$ cat src/rtl/mem_arbiter_pipe_pkg.sv
// Shared constants and helpers for the memory arbiter front end.
package mem_arb_pkg;

    // Memory port values driven when no request is granted
    localparam int   IDLE_ADDR = 0;
    localparam logic IDLE_WEN  = 1'b1;

    // Width of a port id: clog2 of the port count, never less than one bit
    function automatic int id_w(input int n);
        return (n > 1) ? $clog2(n) : 1;
    endfunction

endpackage

$ cat src/rtl/mem_arbiter_pipe_resp.sv
// Read-response tracker: a LATENCY-deep shift register of {valid, port id}
// entries. The head entry lines up with mem_dout for the read it describes.
module mem_resp_pipe #(
    parameter int LATENCY = 3,
    parameter int IDW     = 1
) (
    input  logic           clk,
    input  logic           rst,
    input  logic           push_i,
    input  logic [IDW-1:0] id_i,
    output logic           head_vld_o,
    output logic [IDW-1:0] head_id_o,
    output logic           busy_o
);
    // One entry per cycle of memory latency; the id width follows the port count
    typedef struct packed {
        logic           valid;
        logic [IDW-1:0] id;
    } resp_entry_t;

    resp_entry_t [LATENCY-1:0] pipe_q;

    // Shift every cycle; a synchronous clear drops all in-flight reads
    always_ff @(posedge clk) begin
        if (rst) begin
            pipe_q <= '0;
        end else begin
            pipe_q[0] <= '{valid: push_i, id: id_i};
            for (int s = 1; s < LATENCY; s++)
                pipe_q[s] <= pipe_q[s-1];
        end
    end

    assign head_vld_o = pipe_q[LATENCY-1].valid;
    assign head_id_o  = pipe_q[LATENCY-1].id;

    // Any valid entry means a read is still in flight
    always_comb begin
        busy_o = 1'b0;
        for (int s = 0; s < LATENCY; s++)
            busy_o = busy_o | pipe_q[s].valid;
    end

endmodule

$ cat src/rtl/mem_arbiter_pipe.sv
// N-port arbiter in front of a single-port fixed-latency memory.
// One grant per cycle, reads return in grant order after LATENCY cycles.
// Build option MEM_ARB_RR_EN: round-robin arbitration instead of fixed
// priority (port 0 highest).
module mem_arbiter_pipe
    import mem_arb_pkg::*;
#(
    parameter int ASIZE   = 16,
    parameter int DSIZE   = 16,
    parameter int LATENCY = 3,
    parameter int NPORTS  = 2
) (
    input  logic                    clk,
    input  logic                    rst,
    input  logic [NPORTS-1:0]       req,
    input  logic [NPORTS-1:0]       wr,
    input  logic [NPORTS*ASIZE-1:0] addr,
    input  logic [NPORTS*DSIZE-1:0] wdata,
    output logic [NPORTS-1:0]       gnt,
    output logic [NPORTS-1:0]       rvalid,
    output logic [DSIZE-1:0]        rdata,
    output logic                    busy,
    output logic [ASIZE-1:0]        mem_addr,
    output logic                    mem_wen,
    output logic [DSIZE-1:0]        mem_din,
    input  logic [DSIZE-1:0]        mem_dout
);
    localparam int IDW = id_w(NPORTS);

    logic           any_req;
    logic [IDW-1:0] win_id;
    logic           rd_push;
    logic           head_vld;
    logic [IDW-1:0] head_id;

`ifdef MEM_ARB_RR_EN
    logic [IDW-1:0] ptr_q;
    logic [IDW-1:0] ptr_d;

    // Round-robin winner: first asserted req searching upward from ptr_q, wrapping
    always_comb begin
        int idx;
        idx     = 0;
        any_req = 1'b0;
        win_id  = '0;
        for (int i = 0; i < NPORTS; i++) begin
            idx = (int'(ptr_q) + i) % NPORTS;
            if (!any_req && req[idx]) begin
                any_req = 1'b1;
                win_id  = IDW'(idx);
            end
        end
        if (rst)
            any_req = 1'b0;
    end

    // Next pointer is the port after the winner, modulo NPORTS
    always_comb begin
        ptr_d = (int'(win_id) == NPORTS - 1) ? '0 : win_id + 1'b1;
    end

    // Pointer advances only on a grant; idle cycles leave it alone
    always_ff @(posedge clk) begin
        if (rst)
            ptr_q <= '0;
        else if (any_req)
            ptr_q <= ptr_d;
    end
`else
    // Fixed priority winner: scan downward so the lowest asserted index is kept
    always_comb begin
        any_req = 1'b0;
        win_id  = '0;
        for (int i = NPORTS - 1; i >= 0; i--) begin
            if (req[i]) begin
                any_req = 1'b1;
                win_id  = IDW'(i);
            end
        end
        if (rst)
            any_req = 1'b0;
    end
`endif

    // One-hot grant and memory issue mux, idle values when nothing is granted
    always_comb begin
        gnt      = '0;
        mem_addr = ASIZE'(IDLE_ADDR);
        mem_wen  = IDLE_WEN;
        mem_din  = '0;
        rd_push  = 1'b0;
        for (int k = 0; k < NPORTS; k++) begin
            if (any_req && win_id == IDW'(k)) begin
                gnt[k]   = 1'b1;
                mem_addr = addr[k*ASIZE +: ASIZE];
                mem_wen  = ~wr[k];
                mem_din  = wdata[k*DSIZE +: DSIZE];
                rd_push  = ~wr[k];
            end
        end
    end

    mem_resp_pipe #(
        .LATENCY (LATENCY),
        .IDW     (IDW)
    ) u_resp_pipe (
        .clk        (clk),
        .rst        (rst),
        .push_i     (rd_push),
        .id_i       (win_id),
        .head_vld_o (head_vld),
        .head_id_o  (head_id),
        .busy_o     (busy)
    );

    // Steer the returning memory data to the owning port; zero otherwise
    always_comb begin
        rvalid = '0;
        rdata  = '0;
        for (int k = 0; k < NPORTS; k++) begin
            if (head_vld && head_id == IDW'(k)) begin
                rvalid[k] = 1'b1;
                rdata     = mem_dout;
            end
        end
    end

endmodule

$ cat config.mk
export PLATFORM = sky130hd
export DESIGN_NAME = mem_arbiter_pipe
export DESIGN_NICKNAME = d
export VERILOG_FILES = /design/src/rtl/mem_arbiter_pipe_pkg.sv /design/src/rtl/mem_arbiter_pipe_resp.sv /design/src/rtl/mem_arbiter_pipe.sv
export SDC_FILE = /design/constraint.sdc
export NUM_CORES = 1
export LEC_CHECK = 0
export CORE_UTILIZATION = 25
export CTS_BUF_LIST = sky130_fd_sc_hd__clkbuf_16
export DETAILED_ROUTE_END_ITERATION = 16
export PLACE_DENSITY = 0.83
export RECOVER_POWER = 25
export SYNTH_ARGS = -nofsm -noshare
export SYNTH_HDL_FRONTEND = slang
export SYNTH_SLANG_ARGS = --single-unit
$ cat constraint.sdc
create_clock -name clk -period 0.9 [get_ports clk]
set_input_delay 0.09 -clock clk [delete_from_list [all_inputs] [get_ports clk]]
set_output_delay 0.09 -clock clk [all_outputs]
set_load 0.02 [all_outputs]
==> parameters.txt <==
Parameter                              Value

Pwr
  Power density over cell area ... 733 nW/um^2
  Total leakage power ... 1.41 nW
  Overall Power ... 2.25 mW
  Maximum vdd drop ... 0.517 mV

Clock network
  Clock buffer count from CTS ... 3
  Number of buffers inserted by hold repair at cts ... 0
  Clock Latency Late Sink ... 230 ps
  Max Root-Sink Buffers ... 2
  Clock root buffer ... clkbuf_16
  Clock Sink Count ... 6
  Register clock-pin slew on the reported worst setup and hold paths ... 30 ps
  TritonCTS clock tree ... built
  Level count of the clock H-tree ... 1

Synth
  Compound-gate portion of the synthesized area ... 21.7%
  Number of synthesized register bits ... 6
  Syn avg cell area ... 6.94 sq um
  Post-synthesis mux area share ... 0%
  Simple-gate share of the synthesized area ... 54.4%
  Seq/Total Area, Yosys ... 11.5%
  Mapped Area ... 1050 sq um
  Number of nets produced by synthesis ... 237
  Count of mapped cells out of synthesis ... 151
  Yosys warning total ... 0
  Count of distinct cell types in the synthesized netlist ... 20
  Share of the synthesized area in the top cell type ... 23.7%
  Xor-xnor portion of the synthesized cell area ... 0%
  Biggest area contributors in the synthesized netlist ... nand3b_1 24%, a21oi_2 12%, dfxtp_1 11%, and2_1 10%, a21oi_1 8.6%
  Adder-cell share of the synthesized area ... 0%
  Main combinational cell family by area after synthesis ... simple AND/OR/NAND/NOR gates
  Top cell type by total area after synthesis ... nand3b_1

Place
  Placed cell area ... 2570 sq um
  HPWL after detailed placement ... 3.34 mm
  Total of buffers placed on input and output ports ... 139
  Routability congestion estimate from global placement ... 0.771

Routing
  Routed Antenna Nets ... 0
  Remaining routing DRC violations ... 0
  Vias ... 1,749
  Wire length per cell ... 16.0 microns
  Detailed Routing Iterations Pass 1 ... 4
  Avg Vias per Cell ... 4.89
  Drt initial violations ... 44
  Aggregate routed wire length ... 5.74 mm

Global route
  Total overflow reported by the global router ... 0
  Total global-route track usage ... 25.3%
  Initial antenna violation count ... 0
  Maximum number of pins on one net before global-route repair ... 18
  Via count of the first global-routing pass ... 1,776
  Global-route wire length before repair ... 8.45 mm

Floorplanning
  Die outline width ... 66.7 microns
  Vert. Die Dim ... 66.7 microns
  Effective utilization at floorplan ... 26.2%
  Die footprint ... 4450 sq um
  Core box area ... 4000 sq um
  Std-Cell Rows ... 23
  I/O pins ... 140

Setup path
  Maximum fanout encountered on the critical timing path ... 6
  Crit-path leading delay family ... buffers and inverters
  Critical path capture point type ... output port
  Worst EP arrival ... 1100 ps
  WP depth ... 4
  Critical path data required time ... 810 ps
  Depth of the worst register-to-register path ... 1
  Worst Setup Path Type ... reg -> out
  Master of the slowest instance on the critical path ... dfxtp_4
  Crit-path most repeated cell ... buf_6
  Cells along the critical path ... buf_6 -> buf_6 -> and2_1 -> buf_6
  Largest stage delay, worst path ... 350 ps
  Crit path launch type ... flop
  Buffers plus inverters on the worst setup path ... 3

Run status
  Failing checks ... setup timing
  Run status ... complete, but fails checks

STA
  RSZ-0062 raised after global routing ... yes
  Number of hold-slack violations in the final timing report ... 0
  Achievable clock frequency ... 838 MHz
  Worst Clk Skew ... 0.101 ps
  Accumulated negative setup slack ... -4910 ps
  Worst setup slack after layout ... -293 ps
  Setup Viol. Count Final ... 37
  Shortest clock period the worst path allows after layout ... 1190 ps
  Relative slew margins ... 87.8%
  Crit share post-route ... 133%
  Slew at the pin closest to its max-slew limit ... 181 ps
  Final Slew Violations ... 0

Final layout
  Most common cell after layout, fill and taps aside ... dlygate4sd2_1
  Commonest cells after routing, fill and taps aside ... 66 x dlygate4sd2_1, 44 x buf_6, 33 x nand3b_1
  Layout net count ... 396
  Utilization after layout ... 76.8%
  Non-Filler Cell Area, Final ... 3070 sq um
  Area growth from synthesis to final layout ... 193%
  Number of antenna diodes ... 0
  Share of cells above drive strength 1 ... 52.6%

Hold path
  Hold/Removal Path Class ... in -> reg
  Worst hold path cell count ... 2

Job
  Max Cap Violations ... 0
-- cells by family (layout without fill, tap and decap cells) --
kind of cell	Yosys count	in the layout
AOI/OAI and AO/OA	34	34
buffers and inverters	17	174
DFF	6	6
and+or+nand+nor	94	94
-- flip-flops by register name, summed over array words and instances, names as in the netlist --
register,count
u_resp_pipe.pipe_q,4
u_resp_pipe.head_id_o,1
u_resp_pipe.head_vld_o,1
-- path summary, 6_finish.rpt --
| check | from | end | slack [ps] |
|---|---|---|---|
| worst max register to register | u_resp_pipe.pipe_q[3]$_SDFF_PP0_ | u_resp_pipe.head_vld_o$_SDFF_PP0_ | 340 |
| worst min-delay path | rst | u_resp_pipe.head_id_o$_SDFF_PP0_ | 200 |
| worst max-delay path | u_resp_pipe.head_vld_o$_SDFF_PP0_ | rdata[3] | -290 |
| worst min register to register | u_resp_pipe.pipe_q[0]$_SDFF_PP0_ | u_resp_pipe.pipe_q[2]$_SDFF_PP0_ | 430 |
-- per-stage QoR --
stage / instances / setup WS (ps) / hold slack [ps]
floorplan: 151 / 10.9 / 193
global placement: 335 / -883 / 404
detailed placement: 335 / -883 / 407
CTS: 357 / -282 / 174
global route: 358 / -311 / 228
finish: 358 / -293 / 200
-- layout make-up --
| cell class | count | area (sq um) |
|---|---|---|
| repair buffers | 171 | 1830 |
| multi-input cells | 128 | 977 |
| fillers | 292 | 930 |
| flip-flops and latches | 6 | 124 |
| clock buffers | 3 | 75.1 |
| well taps | 50 | 62.6 |
-- cells in the mapped netlist --
cell type / n
nand2_1: 23
dfxtp_1: 6
or3b_1: 1
buf_6: 1
nor2b_1: 6
nand2_2: 10
a21oi_2: 14
buf_8: 2
or3_1: 1
a21o_1: 1
o31ai_1: 1
buf_12: 1
buf_2: 10
buf_4: 2
clkbuf_1: 1
a21oi_1: 18
nor2_1: 2
and2_1: 17
nand2b_1: 1
nand3b_1: 33
-- routing by layer --
metal / vias to the layer above / track usage [%] / part of all wire, %
met5: - / 0 / 0
met4: 0 / 12.5 / 2.0
met3: 12 / 5.14 / 8.3
met2: 97 / 47.9 / 53
met1: 813 / 25.9 / 36
li1: 827 / - / -
-- what timing repair did --
action,CTS,global route
endpoints found under the hold margin,0,0
setup buffers,13,0
gates cloned,6,2
endpoints found under the setup margin,56,52
resized for setup,409,38
pin swaps,58,17
-- power by group --
part	leakage (nW)	switching [mW]	internal, mW
Clock	0.0370	0.153	0.571
Sequential	0.0498	0.00630	0.275
Combinational	1.32	0.530	0.716
Note: power is estimated with default switching activity, not from simulation.
